===== config.mk =====
export PLATFORM = sky130hd
export DESIGN_NAME = flght_seq
export DESIGN_NICKNAME = d
export VERILOG_FILES = /design/src/rtl/flght_pkg.sv /design/src/rtl/flght_seq_thrst_ramp.sv /design/src/rtl/flght_seq.sv
export SDC_FILE = /design/constraint.sdc
export NUM_CORES = 1
export LEC_CHECK = 0
export ABC_AREA = 1
export BUFFER_PORTS_ARGS = -buffer_cell sky130_fd_sc_hd__buf_2
export CAP_MARGIN = 10
export CORE_MARGIN = 2
export CORE_UTILIZATION = 34
export CTS_CLUSTER_SIZE = 28
export DETAILED_ROUTE_END_ITERATION = 6
export GPL_TIMING_DRIVEN = 0
export PLACE_DENSITY = 0.49
export REMOVE_ABC_BUFFERS = 1
export SYNTH_ARGS = -nofsm -noshare
export SYNTH_HDL_FRONTEND = slang
export SYNTH_HIERARCHICAL = 1
export SYNTH_SLANG_ARGS = --single-unit

===== constraint.sdc =====
create_clock -name clk -period 6.8 [get_ports clk]
set_input_delay 1.36 -clock clk [delete_from_list [all_inputs] [get_ports clk]]
set_output_delay 1.36 -clock clk [all_outputs]
set_load 0.02 [all_outputs]

===== src/rtl/flght_pkg.sv =====
// Shared types and constants for the flight sequencer.
package flght_pkg;
    localparam int THRST_W = 9;
    localparam int TMR_W   = 24;

    localparam logic [TMR_W-1:0] CAL_TIMEOUT_DEF = 24'hFF_FFFF;
    localparam logic [7:0]       RAMP_DIV_DEF    = 8'd64;
    localparam logic [TMR_W-1:0] VLD_TIMEOUT_DEF = 24'h20_0000;

    typedef enum logic [2:0] {
        S_IDLE    = 3'd0,
        S_CAL     = 3'd1,
        S_ARM     = 3'd2,
        S_FLY     = 3'd3,
        S_RAMP_DN = 3'd4,
        S_FAULT   = 3'd5
    } seq_state_t;
endpackage


===== src/rtl/flght_seq_thrst_ramp.sv =====
// Thrust ramp register with a divide-by-RAMP_DIV step prescaler; saturates at both ends.
module thrst_ramp
    import flght_pkg::*;
#(
    parameter logic [7:0] RAMP_DIV = RAMP_DIV_DEF
) (
    input  logic               clk,
    input  logic               rst_n,
    input  logic               up,
    input  logic               dn,
    input  logic               load,
    input  logic [THRST_W-1:0] load_val,
    input  logic               clr,
    output logic [THRST_W-1:0] thrst,
    output logic               at_zero,
    output logic               step
);
    localparam logic [7:0] DIV_M1 = RAMP_DIV - 8'd1;

    logic [7:0]         presc_q, presc_d;
    logic [THRST_W-1:0] thrst_q, thrst_d;

    assign step    = (up | dn) && (presc_q == DIV_M1);
    assign thrst   = thrst_q;
    assign at_zero = (thrst_q == '0);

    always_comb begin
        presc_d = presc_q;
        if (clr)
            presc_d = '0;
        else if (up | dn)
            presc_d = step ? 8'd0 : presc_q + 8'd1;

        // A load overrides any ramp step in the same cycle.
        thrst_d = thrst_q;
        if (load)
            thrst_d = load_val;
        else if (step && up && thrst_q != '1)
            thrst_d = thrst_q + THRST_W'(1);
        else if (step && dn && thrst_q != '0)
            thrst_d = thrst_q - THRST_W'(1);
    end

    always_ff @(posedge clk or negedge rst_n) begin
        if (!rst_n) begin
            presc_q <= '0;
            thrst_q <= '0;
        end else begin
            presc_q <= presc_d;
            thrst_q <= thrst_d;
        end
    end
endmodule


===== src/rtl/flght_seq.sv =====
// Flight sequencer: calibration, thrust ramp-up, flight, ramp-down, with a vld watchdog.
module flght_seq
    import flght_pkg::*;
#(
    parameter logic [TMR_W-1:0] CAL_TIMEOUT = CAL_TIMEOUT_DEF,
    parameter logic [7:0]       RAMP_DIV    = RAMP_DIV_DEF,
    parameter logic [TMR_W-1:0] VLD_TIMEOUT = VLD_TIMEOUT_DEF
) (
    input  logic               clk,
    input  logic               rst_n,
    input  logic               strt_cal,
    input  logic               motors_off,
    input  logic               cal_done,
    input  logic               vld,
    input  logic [THRST_W-1:0] thrst_in,
    output logic               inertial_cal,
    output logic [THRST_W-1:0] thrst_out,
    output logic               mtrs_en,
    output logic               cal_err,
    output logic               vld_lost,
    output logic [2:0]         seq_state
);
    seq_state_t         state_q, state_d;
    logic [TMR_W-1:0]   tmr_q, tmr_d, tmr_inc;
    logic               cal_err_q, cal_err_d, vld_lost_q, vld_lost_d;
    logic               mtrs_en_q, ical_q;
    logic               r_up, r_dn, r_load, r_clr, r_zero, r_step;
    logic [THRST_W-1:0] r_val, r_thrst, thrst_nxt_up;
    logic               wd_exp;

    thrst_ramp #(.RAMP_DIV(RAMP_DIV)) u_ramp (
        .clk      (clk),
        .rst_n    (rst_n),
        .up       (r_up),
        .dn       (r_dn),
        .load     (r_load),
        .load_val (r_val),
        .clr      (r_clr),
        .thrst    (r_thrst),
        .at_zero  (r_zero),
        .step     (r_step)
    );

    // One timer serves both as the CAL timeout and the ARM/FLY vld watchdog.
    assign tmr_inc      = (tmr_q == '1) ? tmr_q : tmr_q + TMR_W'(1);
    assign wd_exp       = !vld && (tmr_q == VLD_TIMEOUT - TMR_W'(1));
    assign thrst_nxt_up = (r_step && r_thrst != '1) ? r_thrst + THRST_W'(1) : r_thrst;
    assign r_clr        = (state_d != state_q);

    always_comb begin
        state_d    = state_q;
        tmr_d      = tmr_q;
        cal_err_d  = cal_err_q;
        vld_lost_d = vld_lost_q;
        r_up       = 1'b0;
        r_dn       = 1'b0;
        r_load     = 1'b0;
        r_val      = '0;
        unique case (state_q)
            S_IDLE, S_FAULT: begin
                r_load = 1'b1;
                if (strt_cal) begin
                    state_d    = S_CAL;
                    tmr_d      = '0;
                    cal_err_d  = 1'b0;
                    vld_lost_d = 1'b0;
                end
            end
            S_CAL: begin
                r_load = 1'b1;
                tmr_d  = tmr_inc;
                if (motors_off) begin
                    state_d = S_IDLE;
                end else if (cal_done) begin
                    state_d = S_ARM;
                    tmr_d   = '0;
                end else if (tmr_q == CAL_TIMEOUT - TMR_W'(1)) begin
                    state_d   = S_FAULT;
                    cal_err_d = 1'b1;
                end
            end
            S_ARM, S_FLY: begin
                r_up  = (state_q == S_ARM);
                tmr_d = vld ? '0 : tmr_inc;
                if (wd_exp) begin
                    state_d    = S_RAMP_DN;
                    vld_lost_d = 1'b1;
                end else if (motors_off) begin
                    state_d = S_RAMP_DN;
                end else if (state_q == S_FLY || thrst_nxt_up >= thrst_in) begin
                    // Ramp target reached (or target lowered below us): snap to it and fly.
                    r_load  = 1'b1;
                    r_val   = thrst_in;
                    state_d = S_FLY;
                end
            end
            S_RAMP_DN: begin
                r_dn = 1'b1;
                if (r_zero || (r_step && r_thrst == THRST_W'(1)))
                    state_d = vld_lost_q ? S_FAULT : S_IDLE;
            end
            default: state_d = S_IDLE;
        endcase
    end

    always_ff @(posedge clk or negedge rst_n) begin
        if (!rst_n) begin
            state_q    <= S_IDLE;
            tmr_q      <= '0;
            cal_err_q  <= 1'b0;
            vld_lost_q <= 1'b0;
            mtrs_en_q  <= 1'b0;
            ical_q     <= 1'b0;
        end else begin
            state_q    <= state_d;
            tmr_q      <= tmr_d;
            cal_err_q  <= cal_err_d;
            vld_lost_q <= vld_lost_d;
            mtrs_en_q  <= (state_d == S_CAL) || (state_d == S_ARM) ||
                          (state_d == S_FLY) || (state_d == S_RAMP_DN);
            ical_q     <= (state_d == S_CAL);
        end
    end

    assign seq_state    = state_q;
    assign inertial_cal = ical_q;
    assign mtrs_en      = mtrs_en_q;
    assign cal_err      = cal_err_q;
    assign vld_lost     = vld_lost_q;
    assign thrst_out    = r_thrst;
endmodule

**After elaboration in Yosys (flattened, before gate mapping)**

Index checks and enable logic that the tools add are counted.

- Logic and storage cells: 103
- Input bits: 15
- Output and inout port bits: 16
- Bits in registers: 48

- Bitwise logic cells: 1
- Add/sub/neg operators: 4
- Reduce and logical (&&, ||, !) cells: 28
- $lt $le $gt $ge: 1
- Eq/ne operators: 21
- Mux-type cells: 40

Operator list:

| cell | count |
|---|---|
| 2-to-1 mux 24 bit | 5 |
| 2-to-1 mux 9 bit | 8 |
| one-hot mux 24 bit (3 select lines) | 1 |
| == test 24 bit (second input constant) | 2 |
| 2-to-1 mux 3 bit | 9 |
| adder 24 x 1 -> 24 bit (second input constant) | 1 |
| == test 24 x 21 -> 1 bit (second input constant) | 1 |
| 2-to-1 mux 8 bit | 3 |
| == test 3 x 2 -> 1 bit (second input constant) | 4 |
| one-hot mux 3 bit (4 select lines) | 1 |
| 2-to-1 mux 1 bit | 10 |
| != test 2 bit (second input constant) | 5 |
| adder 9 x 1 -> 9 bit (second input constant) | 1 |
| == test 3 bit (second input constant) | 3 |
| == test 9 x 1 -> 1 bit (second input constant) | 1 |
| greater-or-equal comparator 9 bit | 1 |
| logical NOT 9 bit | 1 |
| != test 9 bit (second input constant) | 1 |
| nonzero test 9 bit | 1 |
| subtractor 9 x 1 -> 9 bit (second input constant) | 1 |
| adder 8 x 1 -> 8 bit (second input constant) | 1 |
| == test 8 x 6 -> 1 bit (second input constant) | 1 |
| logical AND 1 bit | 8 |
| == test 3 x 1 -> 1 bit (second input constant) | 2 |
| other kinds (13) | 23 |

**Longest topological paths before layout**

- Depth after elaboration: 17
- Depth in mapped cells: 29

**Modules after synthesis**

The synthesis kept the hierarchy.

By module, submodules not included:

| module | instances | sequential area each (µm²) | area each (µm²) | cells each |
|---|---|---|---|---|
| flght_seq | 1 | 775.7 | 2717.6 | 405 |
| thrst_ramp | 1 | 425.4 | 1307.5 | 177 |

**Worst setup path before layout**

No wires, ideal clock.

- Path type: register to register
- Start: register state_q[2], in the netlist seq_state[2]
- End: register u_ramp.thrst_q[2], in the netlist u_ramp/thrst[2]
- Path slack: 2.581 ns
- Cell stages (with the launch flop): 27
- Setup time: 0.124 ns
- Arrival: 4.096 ns
- Path through: dfrtp_1 > inv_2 > nand2_2 > nor2_1 > inv_1 > nand2_1 > nand3_2 > nor2_8 > inv_1 > nor2_1 > nand2_1 > nor3_1 > nand3_1 > xor2_1 > ha_1 > nand2_1 > or2_2 > nand2_1 > a21oi_1 > nor2_1 > inv_1 > buf_4 > a21oi_1 > inv_1 > clkbuf_1 > o21ai_0 > o21ai_2

- Word-level cells in the longest chain between the ends: 14
- Elaborated cells on any way between the ends: 31

Ends and longest elaborated chain:

| item | RTL line | RTL |
|---|---|---|
| start, declared | flght_seq.sv:23 | `seq_state_t state_q, state_d;` |
| start signal, assigned | flght_seq.sv:115 | `state_q <= state_d;` |
| == test 3 x 2 -> 1 bit (on tied branches) | flght_seq.sv:59, flght_seq.sv:83 |  |
| OR reduction 2 bit | flght_seq.sv:59 | `unique case (state_q)` |
| 2-to-1 mux 1 bit * | flght_seq.sv:59 |  |
| via r_up | flght_seq.sv:27 | `logic r_up, r_dn, r_load, r_clr, r_zero, r_step;` |
| OR 1 bit * | flght_seq_thrst_ramp.sv:23 | `assign step = (up \| dn) && (presc_q == DIV_M1);` |
| logical AND 1 bit * | flght_seq_thrst_ramp.sv:23 |  |
| via r_step | flght_seq.sv:27 |  |
| logical AND 1 bit * | flght_seq.sv:47 | `assign thrst_nxt_up = (r_step && r_thrst != '1) ? r_thrst + THRST_W'(1) : r_thrst;` |
| 2-to-1 mux 9 bit * | flght_seq.sv:47 |  |
| greater-or-equal comparator 9 bit * | flght_seq.sv:90 | `end else if (state_q == S_FLY \|\| thrst_nxt_up >= thrst_in) begin` |
| logical OR 1 bit * | flght_seq.sv:90 |  |
| 2-to-1 mux 1 bit * | flght_seq.sv:90 |  |
| 2-to-1 mux 1 bit * | flght_seq.sv:88 | `end else if (motors_off) begin` |
| 2-to-1 mux 1 bit * | flght_seq.sv:85 | `if (wd_exp) begin` |
| one-hot mux 1 bit (2 select lines) * | flght_seq.sv:59 |  |
| via r_load | flght_seq.sv:27 |  |
| nonzero test 3 bit (no line) or 2-to-1 mux 9 bit (tied branches) | - |  |
| end signal, assigned | flght_seq_thrst_ramp.sv:50 | `thrst_q <= thrst_d;` |
| end, declared | flght_seq_thrst_ramp.sv:21 | `logic [THRST_W-1:0] thrst_q, thrst_d;` |

Mark *: on every way through the listed nets, which the timed path passes. The rest lies on a longest branch.
A chain may end at the register's enable or synchronous reset.

**Worst setup path after layout**

- Start: register state_q[0], in the netlist seq_state[0]
- End: register u_ramp.thrst_q[1], in the netlist u_ramp/thrst[1]

- Elaborated cells on any way between the ends: 31

RTL lines:

| item | RTL line |
|---|---|
| == test 3 bit * | flght_seq.sv:59 |
| 2-to-1 mux 1 bit * | flght_seq.sv:59 |
| via r_dn | flght_seq.sv:27 |
| OR 1 bit * | flght_seq_thrst_ramp.sv:23 |
| logical AND 1 bit * | flght_seq_thrst_ramp.sv:23 |
| via r_step | flght_seq.sv:27 |
| logical AND 1 bit * | flght_seq.sv:47 |
| 2-to-1 mux 9 bit * | flght_seq.sv:47 |
| greater-or-equal comparator 9 bit * | flght_seq.sv:90 |
| logical OR 1 bit * | flght_seq.sv:90 |
| 2-to-1 mux 1 bit * | flght_seq.sv:90 |
| 2-to-1 mux 1 bit * | flght_seq.sv:88 |
| 2-to-1 mux 1 bit * | flght_seq.sv:85 |
| one-hot mux 1 bit (2 select lines) * | flght_seq.sv:59 |
| via r_load | flght_seq.sv:27 |
| nonzero test 3 bit (no line) or 2-to-1 mux 9 bit (tied branches) | - |

Marks and branches as above.

==> flow_metrics.tcl <==
set metrics [dict create \
    status "completed" \
    insertedDiodeCount 0 \
    drv_slew 0 \
    synth_top_area_cell "dfrtp_1" \
    crit_required_ns 6.99 \
    r2r_end "u_ramp/thrst[1]$_DFFE_PN0P_" \
    final_nets 653 \
    worstSetupStartpointType "flip-flop" \
    min_period_over_period_pct 78.0 \
    wl_um 10500 \
    drt_iter0_drc 227 \
    cts_resized 0 \
    dr_total_vias 3713 \
    worstRegToRegCells 24 \
    placed_cells 750 \
    synthDistinctLibCells 46 \
    crit_path_start "seq_state[0]$_DFF_PN0_" \
    ys_ff_latch 48 \
    worstReg2RegStart "seq_state[0]$_DFF_PN0_" \
    ys_seq_area_share_pct 29.8 \
    avgSynthCellArea_sq_um 6.92 \
    worstMarginPinSlew_ns 0.532 \
    critical_path_class "flip-flop to flip-flop" \
    row_count 39 \
    ios 31 \
    yosys-top-cells-area "dfrtp_1, nand2_1, inv_1" \
    fin_cells 759 \
    yosysMostFrequentCell "nand2_1" \
    numCtsBuffers 5 \
    maxCapViolations 0 \
    path_max_fanout 15 \
    cts_tree "done" \
    reg2reg_slack_ns 1.49 \
    portBuffers 30 \
    drive_above_1_share_pct 14.9 \
    first_pass_iters 4 \
    cts_max_level 2 \
    synth_top_family_by_area "simple AND/OR/NAND/NOR gates" \
    grt_pass1_vias 3695 \
    endpoint_kind "flip-flop" \
    setup_viol 0 \
    overflow 0 \
    postCtsSetupRepairBufs 0 \
    slew_headroom_pct 64.5 \
    synthMuxAreaShare_pct 0 \
    place.detailed.hpwl_um 7970 \
    synth-edff-count 0 \
    async_flop_share_pct 100 \
    ys_top_cells_by_count "nand2_1, inv_1, nor2_1, dfrtp_1, nand3_1" \
    clkTransAtPathRegs_ns 0.07 \
    grt_start_max_net_pins 49 \
    clkLatencyLatePin_ns 0.30 \
    synth-compound-area-share_pct 13.3 \
    core_area_sq_um 11500 \
    viasPerCell 4.89 \
    ctsHoldBuffers 0 \
    antenna_found_initial 0 \
    p_leak_nw 2.37 \
    post-route-drc-count 0 \
    cts-root-buf "clkbuf_16" \
    yosys.area_share.simple_pct 35.9 \
    synth_top_area_share_pct 29.8 \
    arrival_ns 5.49 \
    setup_tns_ns 0 \
    hold_viol_final 0 \
    fin_total_pwr_w 0.00153 \
    critPathMostFrequentCell "nand2_1" \
    synth_xor_area_share_pct 3.48 \
    grt_setup_unrepaired "false" \
    ant_nets 0 \
    initial_core_util_pct 35.1 \
    gp_congestion 0.856 \
    clock_sinks 48 \
    peakVddDrop_v 0.000151 \
    ctsLongestPathBuffers 2 \
    cp_slowest_cell "a21oi_1" \
    hp-class "flip-flop to flip-flop" \
    synth-main-ff-cell "dfrtp_1" \
    synth_area_sq_um 4030 \
    die_width_um 113 \
    syn_inst 582 \
    syn2layout_area_growth_pct 12.2 \
    pwr_density_cell_nw_per_um2 339 \
    fin_skew_ns 0.00872 \
    fmax_mhz 188 \
    grt_pass1_wl_um 18000 \
    post_drt_wl_per_cell_um 13.8 \
    grt_usage_pct 17.4 \
    dieHeight_um 113 \
    max_stage_delay_ns 0.50 \
    cp-endpoint "u_ramp/thrst[1]$_DFFE_PN0P_" \
    period_needed_ns 5.31 \
    synthAdderAreaFrac_pct 7.34 \
    path_cells "nor3_1 > inv_1 > nand2_1 > nand3_2 > nor2_8 > inv_1 > nor2_1 > nand2_1 > nor3_1 > nand3_1 > xor2_1 > ha_1 > nand2_1 > or2_2 > nand2_1 > a21oi_1 > nor2_1 > inv_1 > a21oi_1 > inv_1 > nand3_2 > inv_2 > nand2_1 > o21ai_2" \
    die_area_sq_um 12700 \
    synth_warnings 6 \
]
[sequential cells by signal, summed over array words and instances, names as in the netlist]
signal and cells:
u_ramp/presc_q 8, cal_err 1, inertial_cal 1, u_ramp/thrst 9, seq_state 3, mtrs_en 1, tmr_q 24, vld_lost 1
[worst min path at each step]
stage                           from                     to  slack [ns]  cells past startpoint
2_1_floorplan  tmr_q[18]$_DFFE_PN0P_  tmr_q[18]$_DFFE_PN0P_        0.46                      1
3_3_place_gp   tmr_q[18]$_DFFE_PN0P_  tmr_q[18]$_DFFE_PN0P_        0.50                      1
3_5_place_dp   tmr_q[18]$_DFFE_PN0P_  tmr_q[18]$_DFFE_PN0P_        0.50                      1
4_1_cts        tmr_q[18]$_DFFE_PN0P_  tmr_q[18]$_DFFE_PN0P_        0.50                      1
5_1_grt        tmr_q[18]$_DFFE_PN0P_  tmr_q[18]$_DFFE_PN0P_        0.54                      1
6_report       tmr_q[18]$_DFFE_PN0P_  tmr_q[18]$_DFFE_PN0P_        0.50                      1
[power by group]
group | internal [W] | total (W) | switching (W)
registers | 0.000334 | 0.000417 | 0.0000831
clock network | 0.000194 | 0.000311 | 0.000117
logic | 0.000264 | 0.000804 | 0.000540
total | 0.000791 | 0.00153 | 0.000740
[cell families (layout without fill, tap and decap cells)]
logic type | count (synthesis) | count (layout)
and+or+nand+nor | 305 | 305
AOI/OAI and AO/OA | 88 | 88
DFF | 48 | 48
adders and majority gates | 23 | 23
buffers and inverters | 102 | 136
xor gates and xnor gates | 16 | 16
[critical path, delay by kind of cell (launching register included)]
kind / cells / cell delay, ns
adders and majority gates: 1 / 0.27
xor gates and xnor gates: 1 / 0.18
and+or+nand+nor: 14 / 2.72
buffers and inverters: 5 / 0.91
DFF: 1 / 0.47
AOI/OAI and AO/OA: 3 / 0.59
[metrics by stage]
step	utilization, %	setup WS (ns)	hold slack (ns)	cell area, sq um
6_report	39.4	1.49	0.498	4520
5_1_grt	39.4	0.857	0.543	4520
4_1_cts	39.2	1.38	0.501	4500
3_5_place_dp	37.6	1.40	0.500	4310
3_3_place_gp	37.6	1.44	0.499	4310
2_1_floorplan	-	2.56	0.459	3980
[layout make-up]
cell class | count | area, sq um
fillers | 1209 | 6950
multi-input cells | 432 | 2420
flip-flops and latches | 48 | 1200
inverters | 97 | 364
well taps | 143 | 179
repair buffers | 31 | 170
clock buffers | 7 | 153
clock inverters | 1 | 30.0
[routing by layer]
metal / routed length, um / GRT usage, % / up-vias
met3: 392 / 3.16 / 8
li1: - / - / 1946
met4: 107 / 4.23 / 0
met2: 4670 / 27.8 / 60
met1: 5310 / 24.6 / 1699
met5: 0 / 0 / -
[cell usage in the layout, fill, tap and decap left out, types with 3 or more instances in the layout]
| cell | instances |
|---|---|
| nand2_1 | 140 |
| inv_1 | 87 |
| nor2_1 | 57 |
| dfrtp_1 | 48 |
| nand3_1 | 41 |
| buf_2 | 30 |
| a21oi_1 | 29 |
| o21ai_0 | 25 |
| ha_1 | 22 |
| nor3_1 | 17 |
| xor2_1 | 13 |
| nand2_2 | 11 |
| inv_2 | 10 |
| o211ai_1 | 8 |
| nand4_1 | 8 |
| nand3_2 | 6 |
| nor2_4 | 5 |
| clkbuf_16 | 5 |
| o21ai_1 | 4 |
| nor2_2 | 4 |
| nand2_4 | 4 |
| or2_2 | 4 |
| o21ai_2 | 4 |
| xnor2_1 | 3 |
| a21o_1 | 3 |
Note: power is estimated with default switching activity, not from simulation.
